`config.mk`:
```
export PLATFORM = sky130hd
export DESIGN_NAME = mst_wr_arbiter
export DESIGN_NICKNAME = d
export VERILOG_FILES = /design/src/rtl/mst_wr_arbiter.sv
export SDC_FILE = /design/constraint.sdc
export NUM_CORES = 1
export LEC_CHECK = 0
export ABC_AREA = 1
export BUFFER_PORTS_ARGS = -buffer_cell sky130_fd_sc_hd__buf_2
export CAP_MARGIN = 20
export CORE_AREA = 3 3 103 105
export DETAILED_ROUTE_END_ITERATION = 8
export DIE_AREA = 0 0 106 108
export HOLD_SLACK_MARGIN = 0.1
export PLACE_DENSITY = 0.55
export SLEW_MARGIN = 20
export SYNTH_ARGS = -nofsm -noshare
export SYNTH_HDL_FRONTEND = slang
export SYNTH_SLANG_ARGS = --single-unit
```
`constraint.sdc`:
```
create_clock -name iClk -period 1.94 [get_ports iClk]
set_clock_uncertainty 0.15 [all_clocks]
set_input_delay 0.291 -clock iClk [delete_from_list [all_inputs] [get_ports iClk]]
set_output_delay 0.291 -clock iClk [all_outputs]
set_load 0.01 [all_outputs]
```
`src/rtl/mst_wr_arbiter.sv`:
```
// Round-robin arbiter sharing one master write port between NM requesters.
// Optional watchdog release enabled by defining MST_WR_ARB_TIMEOUT_EN.
module mst_wr_arbiter #(
  parameter int NM     = 4,
  parameter int AW     = 12,
  parameter int DW     = 32,
  parameter int SW     = 4,
  parameter int TO_CYC = 256
) (
  input  logic             iClk,
  input  logic             iRst,
  input  logic [NM-1:0]    iReqWrReq,
  input  logic [NM-1:0]    iReqWrValid,
  input  logic [NM*AW-1:0] iReqWrAddr,
  input  logic [NM*SW-1:0] iReqWrSel,
  input  logic [NM-1:0]    iReqWrLast,
  input  logic [NM*DW-1:0] iReqWrData,
  output logic [NM-1:0]    oReqWrReady,
  output logic [NM-1:0]    oGrant,
  output logic             oMstWrReq,
  output logic             oMstWrValid,
  output logic [AW-1:0]    oMstWrAddr,
  output logic [SW-1:0]    oMstWrSel,
  output logic             oMstWrLast,
  output logic [DW-1:0]    oMstWrData,
  input  logic             iMstWrReady,
  output logic             oArbTimeout
);

  localparam int PW = (NM > 1) ? $clog2(NM) : 1;

  typedef enum logic [1:0] {
    ST_IDLE = 2'd0,
    ST_BUSY = 2'd1,
    ST_GAP  = 2'd2
  } state_t;

  state_t          r_state;
  state_t          w_next;
  logic [PW-1:0]   r_ptr;
  logic [PW-1:0]   r_gidx;
  logic [NM-1:0]   r_grant;
  logic [PW-1:0]   w_pick;
  logic            w_any;
  logic            w_req;
  logic            w_valid;
  logic            w_last;
  logic [AW-1:0]   w_addr;
  logic [SW-1:0]   w_sel;
  logic [DW-1:0]   w_data;
  logic            w_active;
  logic            w_acc;
  logic            w_to;

  // Round-robin search starting at r_ptr; lowest offset wins.
  always_comb begin
    int j;
    j      = 0;
    w_any  = 1'b0;
    w_pick = r_ptr;
    for (int i = NM - 1; i >= 0; i--) begin
      j = int'(r_ptr) + i;
      if (j >= NM) begin
        j = j - NM;
      end else begin
        j = j;
      end
      if (iReqWrReq[j]) begin
        w_any  = 1'b1;
        w_pick = PW'(j);
      end else begin
        w_any  = w_any;
      end
    end
  end

  // Select the granted requester's lanes.
  always_comb begin
    w_req   = iReqWrReq[r_gidx];
    w_valid = iReqWrValid[r_gidx];
    w_last  = iReqWrLast[r_gidx];
    w_addr  = iReqWrAddr[int'(r_gidx)*AW +: AW];
    w_sel   = iReqWrSel[int'(r_gidx)*SW +: SW];
    w_data  = iReqWrData[int'(r_gidx)*DW +: DW];
  end

  // Port only drives while busy and the owner still requests; an abort blanks it at once.
  assign w_active = (r_state == ST_BUSY) && w_req;
  assign w_acc    = w_active && w_valid && iMstWrReady;

`ifdef MST_WR_ARB_TIMEOUT_EN
  localparam int CW = $clog2(TO_CYC) + 1;
  logic [CW-1:0] r_to_cnt;
  logic          r_timeout;

  assign w_to = (r_state == ST_BUSY) && (r_to_cnt == CW'(TO_CYC - 1)) && !w_acc;

  // Watchdog counts stalled BUSY cycles; cleared outside BUSY and on every beat.
  always_ff @(posedge iClk) begin
    if (iRst) begin
      r_to_cnt <= {CW{1'b0}};
    end else if ((r_state != ST_BUSY) || w_acc) begin
      r_to_cnt <= {CW{1'b0}};
    end else begin
      r_to_cnt <= r_to_cnt + CW'(1);
    end
  end

  // Timeout pulse lines up with the forced GAP cycle.
  always_ff @(posedge iClk) begin
    if (iRst) begin
      r_timeout <= 1'b0;
    end else begin
      r_timeout <= w_to;
    end
  end

  assign oArbTimeout = r_timeout;
`else
  assign w_to        = 1'b0;
  assign oArbTimeout = 1'b0;
`endif

  // State register.
  always_ff @(posedge iClk) begin
    if (iRst) begin
      r_state <= ST_IDLE;
    end else begin
      r_state <= w_next;
    end
  end

  // Next-state logic.
  always_comb begin
    w_next = r_state;
    case (r_state)
      ST_IDLE: begin
        if (w_any) begin
          w_next = ST_BUSY;
        end else begin
          w_next = ST_IDLE;
        end
      end
      ST_BUSY: begin
        if (!w_req || (w_acc && w_last) || w_to) begin
          w_next = ST_GAP;
        end else begin
          w_next = ST_BUSY;
        end
      end
      ST_GAP:  w_next = ST_IDLE;
      default: w_next = ST_IDLE;
    endcase
  end

  // Grant, owner index and pointer; pointer moves only when a grant is issued.
  always_ff @(posedge iClk) begin
    if (iRst) begin
      r_ptr   <= {PW{1'b0}};
      r_gidx  <= {PW{1'b0}};
      r_grant <= {NM{1'b0}};
    end else if ((r_state == ST_IDLE) && w_any) begin
      r_gidx  <= w_pick;
      r_grant <= NM'(1) << w_pick;
      if (int'(w_pick) == NM - 1) begin
        r_ptr <= {PW{1'b0}};
      end else begin
        r_ptr <= w_pick + PW'(1);
      end
    end else if (w_next != ST_BUSY) begin
      r_ptr   <= r_ptr;
      r_gidx  <= r_gidx;
      r_grant <= {NM{1'b0}};
    end else begin
      r_ptr   <= r_ptr;
      r_gidx  <= r_gidx;
      r_grant <= r_grant;
    end
  end

  // Output logic.
  always_comb begin
    oGrant      = r_grant;
    oReqWrReady = {NM{1'b0}};
    oMstWrReq   = 1'b0;
    oMstWrValid = 1'b0;
    oMstWrAddr  = {AW{1'b0}};
    oMstWrSel   = {SW{1'b0}};
    oMstWrLast  = 1'b0;
    oMstWrData  = {DW{1'b0}};
    if (w_active) begin
      oReqWrReady[r_gidx] = iMstWrReady;
      oMstWrReq           = 1'b1;
      oMstWrValid         = w_valid;
      oMstWrAddr          = w_addr;
      oMstWrSel           = w_sel;
      oMstWrLast          = w_last;
      oMstWrData          = w_data;
    end else begin
      oMstWrReq           = 1'b0;
    end
  end

endmodule

```
# Word level (Yosys, flattened, before mapping)
# Index checks and enable logic that the tools add are counted.
# totals
out_inout_bits	60
in_bits	207
word_cells	86
regBits	10
# classes
multipliers	1
bitwise	1
shift	4
n_lt_le_gt_ge	10
addsub	8
n_eq_ne	3
reduce_logical	10
mux	45
# op_table
op	count
two-way mux 32 bit	5
< comparator 32 x 4 -> 1 bit, second input constant	4
indexed part select 128 x 8 -> 32 bit	1
indexed part select 48 x 7 -> 12 bit	1
two-way mux 1 bit	20
two-way mux 4 bit	4
indexed part select 16 x 5 -> 4 bit	1
binary-select mux 1 bit (select 2 bit)	7
two-way mux 12 bit	1
two-way mux 2 bit	6
subtractor 3 x 3 -> 4 bit, second input constant	3
greater-or-equal comparator 3 bit, second input constant	3
adder 2 x 2 -> 3 bit, second input constant	2
logical AND 1 bit	6
bitwise AND 4 bit	1
equality test 2 x 1 -> 1 bit, second input constant	2
multiplier 2 x 2 -> 4 bit, second input constant	1
one-hot mux 2 bit (2 select lines)	1
left shift 1 x 2 -> 4 bit, first input constant	1
subtractor 2 x 3 -> 4 bit, second input constant	1
adder 2 x 1 -> 3 bit, second input constant	1
greater-or-equal comparator 2 x 3 -> 1 bit, second input constant	1
< comparator 2 x 3 -> 1 bit, second input constant	1
adder 2 x 1 -> 2 bit, second input constant	1
other kinds (7)	7

# Longest topological paths before layout
# depth
word_depth	15
depth_mapped	15
mapped_depth_nobuf	14

# Worst setup path before layout
# No wires, ideal clock.
# synth_path
path_type	register to register
start	reg r_ptr[0]
end	reg r_ptr[1]
period_less_slack_ns	1.846
arrival_ns	1.574
path_stages_with_launch	15
path_slack_ns	0.094
setup_time_ns	0.122
t_required_ns	1.668
path_buffers	1
path_cell_list	dfxtp_1 > buf_6 > inv_2 > nand2_1 > nand2_1 > nand2_1 > nand2_1 > inv_1 > nand2_1 > nand3_1 > nand2_1 > inv_1 > ha_1 > o21ai_0 > a21oi_1
# synth_between
elab_chain_len	12
word_cells_on_any_way	39
cone_classes	add/sub (8); order compare (4); eq/ne (1); mux (25); reduce/logical (1)
# synth_rtl
element	line	rtl
from (decl)	40	logic [PW-1:0] r_ptr;
from (signal assigned)	159	r_ptr <= {PW{1'b0}};
from (signal assigned)	166	r_ptr <= {PW{1'b0}};
from (signal assigned)	168	r_ptr <= w_pick + PW'(1);
adder 2 x 2 -> 3 bit	62	j = int'(r_ptr) + i;
subtractor 3 x 3 -> 4 bit / greater-or-equal comparator 3 bit (equally long branches)	64, 63	
two-way mux 32 bit	63	if (j >= NM) begin
binary-select mux 1 bit (select 2 bit)	68	if (iReqWrReq[j]) begin
two-way mux 1 bit (not written as such) (2 in series)	68	
two-way mux 2 bit (3 in series)	68	
two-way mux 2 bit *	68	
net w_pick[0]	43	logic [PW-1:0] w_pick;
adder 2 x 1 -> 2 bit / equality test 2 x 1 -> 1 bit (equally long branches)	168, 165	
two-way mux 2 bit *	165	if (int'(w_pick) == NM - 1) begin
# Mark *: on every way through the listed nets, which the timed path passes. The rest lies on a longest branch. The select of a mux whose other input is x is not followed.
# A chain may end at the register's enable or synchronous reset.

# Worst setup path after layout
# layout_path
start	reg r_gidx[0]
end	out oMstWrData[14]
# layout_between
elab_chain_len	4
word_cells_on_any_way	5
cone_classes	shift (1); mux (3); reduce/logical (1)
# layout_rtl
element	line	rtl
from (decl)	41	logic [PW-1:0] r_gidx;
from (signal assigned)	160	r_gidx <= {PW{1'b0}};
from (signal assigned)	163	r_gidx <= w_pick;
from (signal assigned)	172	r_gidx <= r_gidx;
parallel branches: the longest is 3 deep, another holds indexed part select 128 x 8 -> 32 bit	n/a	
two-way mux 32 bit *	191	if (w_active) begin
to (decl)	25	output logic [DW-1:0] oMstWrData,
# Every way passes the cells marked *. The select of a mux whose other input is x is not followed.

==> run metrics <==
status=finished with violations; failing checks=negative setup slack; #FFs+latches synth=10; drc violations=0; DRT iter0 DRCs=371; Critical Path Source=r_gidx[0]; switching pwr=3100 µW; RSZ-0062 raised after global routing=yes; crit end category=output pin; count leader, synth=nand2_1; top cells by area, synth=nand2_1, a22oi_1, a31oi_1; Flop pwr share=7.2%; leakage=0.00222 µW; R2R Setup Slk=0.04 ns; Net Sw Frac=52.5%; Final Hold Fails=0; end point of the critical path=oMstWrData[14]; Avg WL per Cell=18.1 µm; clock tree buffer depth=2; gr busiest metal=met2; pre-CTS setup slack=-0.158 ns; die area=11400 µm²; Die Ht=108 µm; flip-flop and latch area=213 µm²; most used flip-flop cell after synthesis=dfxtp_1; logic gate share of total power=88.3%; wire length of the first global-routing pass=18300 µm; Initial Utilization=20.4%; I/O pin total=267; routed vias=3914; VDD IR-drop max=1020 µV; share of layout cells above drive strength 1=61.3%; clock-pin slew on the worst setup and hold paths=0.05 ns; dominant cell type by area after synthesis=nand2_1; largest net degree at the start of global routing=50; multi-input logic area=2050 µm²; fillers=1017; clock root cell=clkbuf_8; Worst-Skew Late Latency=0.24 ns; worst min path class=in -> reg; Worst path slowest cell=dfxtp_4; GR Util met3=2.75%; synth-to-layout area growth=131%; count of input and output buffers=265; clock sink count=10; met2 global-route usage=35.4%; Final Max Slew Viols=0; Crit Path Class=reg -> out; met1 usage=26.4%; CTS H-tree lvls=1; Max Cap Viol=0; Final Total Pwr=5900 µW; CP delay by family, top=buffers and inverters; Pre-Repair DR Iteration Count=6; Post-synth EDFFs=0; Clk pwr share=4.5%; minimum clock period=2.15 ns; Core ar.=9730 µm²; CTS buffer count=3; RR Endpoint=oGrant[1]; CP Launch Type=flip-flop; hold_sp=iRst; post-synthesis average cell area=5.45 µm²; internal power=2800 µW; post-route ant nets=0; GRT Total Usage=20.2%; Die Wd=106 µm; worst path bufs/invs=4; PD cells=1290 nW/µm²; initial antenna violation count=1; vias in the first global route=3441; Placement Rows=36; Mapped Area=1980 µm²; GRT overflow=0; RR Startpoint=r_gidx[0]; async set or reset register ratio after synthesis=0%; crit-path max FO=11; Post-Layout Cell Count=782; final wirelength=14100 µm; Syn Inst Count=364; CTS tree=yes; Synth top cells by count=nand2_1, a31oi_1, a22oi_1; CTS Hold Bufs=0; Netlist cell types=22; Levels on crit path=9; routability cong.=0.943; Layout Utilization=47.1%; Peak Freq=465 MHz; Antenna diodes=0; Yosys top cell area share=28.2%; Req. time, crit path=1.50 ns; Final setup viols=54; vias per cell=5.01; final worst-path cycle share=111%; CP Cell Sequence=inv_4 -> nand2_4 -> o21ai_4 -> nor2_4 -> nor2_8 -> inv_8 -> clkbuf_16 -> a31oi_1 -> buf_2; Synth Warn #=0; WP data arrival=1.71 ns; sequential fraction of the synthesis area=10.1%; Syn Nets=575; Layout Nets=861; dpl hpwl=9950 µm; worst reg2reg path depth=13; Placed Cells=762; setup slack after layout=-0.210 ns; Critical Path Max Stage Delay=0.38 ns
-- power by group through the flow --
| stage | registers (µW) | clock network (µW) | logic (µW) |
|---|---|---|---|
| 6_report | 423 | 267 | 5210 |
| 5_1_grt | 436 | 284 | 5590 |
| 4_1_cts | 384 | 273 | 4280 |
| 3_5_place_dp | 366 | 0 | 3670 |
| 3_3_place_gp | 364 | 0 | 3670 |
| 2_1_floorplan | 365 | 0 | 2160 |
-- worst register-to-register path, stage by stage, from the launching register on --
cell and delay [ns]:
dfxtp_4 0.38, nand2_4 0.09, inv_4 0.04, nand2_4 0.05, o21ai_4 0.06, nor2_4 0.18, nor2_8 0.07, buf_4 0.13
buf_6 0.13, buf_6 0.12, buf_6 0.11, nand3_4 0.11, nand3_2 0.10, a21oi_2 0.13
-- sequential cells by signal, indices dropped and copies added (netlist names) --
register and count:
r_gidx 2, r_ptr 2, r_state 2, oGrant 4
-- how the worst min path moves through the flow --
stage                      to  slack [ns]  depth (start not counted)
global placement    oGrant[2]        0.32                          2
CTS                 r_gidx[0]        0.17                          2
detailed placement  oGrant[1]        0.32                          2
floorplan           r_gidx[0]        0.34                          2
finish              oGrant[3]        0.20                          2
global route        oGrant[3]        0.22                          2
-- area by class of cell --
type                    count  area share [%]
repair buffers            309            43.4
well taps                 133            3.63
inverters                  26            2.46
flip-flops and latches     10            4.64
clock buffers               4            1.20
multi-input cells         300            44.7
-- layout by cell type (no fill, tap or decap), drive strengths merged --
master,count
buf,306
nand2,149
a31oi,49
a22oi,48
inv,26
nor2,21
nand3,13
dfxtp,10
a21oi,9
clkbuf,7
ha,4
o21ai,4
nand4,1
nor3,1
conb,1
-- cells by family after synthesis --
| logic type | after synthesis | share of synthesized area, % |
|---|---|---|
| and+or+nand+nor | 185 | 37.1 |
| buffers and inverters | 54 | 13.2 |
| other | 1 | 0.189 |
| DFF | 10 | 10.1 |
| adders and majority gates | 4 | 2.52 |
| AOI/OAI and AO/OA | 110 | 36.9 |
-- through the flow --
step | TNS [ns] | hold WS [ns] | cell area [µm²]
2_1_floorplan | 0 | 0.344 | 1980
3_3_place_gp | -0.289 | 0.322 | 3600
3_5_place_dp | -0.258 | 0.323 | 3600
4_1_cts | -6.38 | 0.170 | 3960
5_1_grt | -14.02 | 0.218 | 4590
6_report | -9.68 | 0.204 | 4590
-- per-layer routing --
layer,routed length [µm],up-vias
met5,13,-
met4,280,2
met3,1000,26
met2,7360,222
met1,5490,1820
li1,-,1844
-- timing repair --
item                       CTS  global route
resized for setup           42            96
cloned                       4             3
buffers inserted             4             6
setup endpoints to repair   56            63
pin swaps                   11            18
Note: power is estimated with default switching activity, not from simulation.
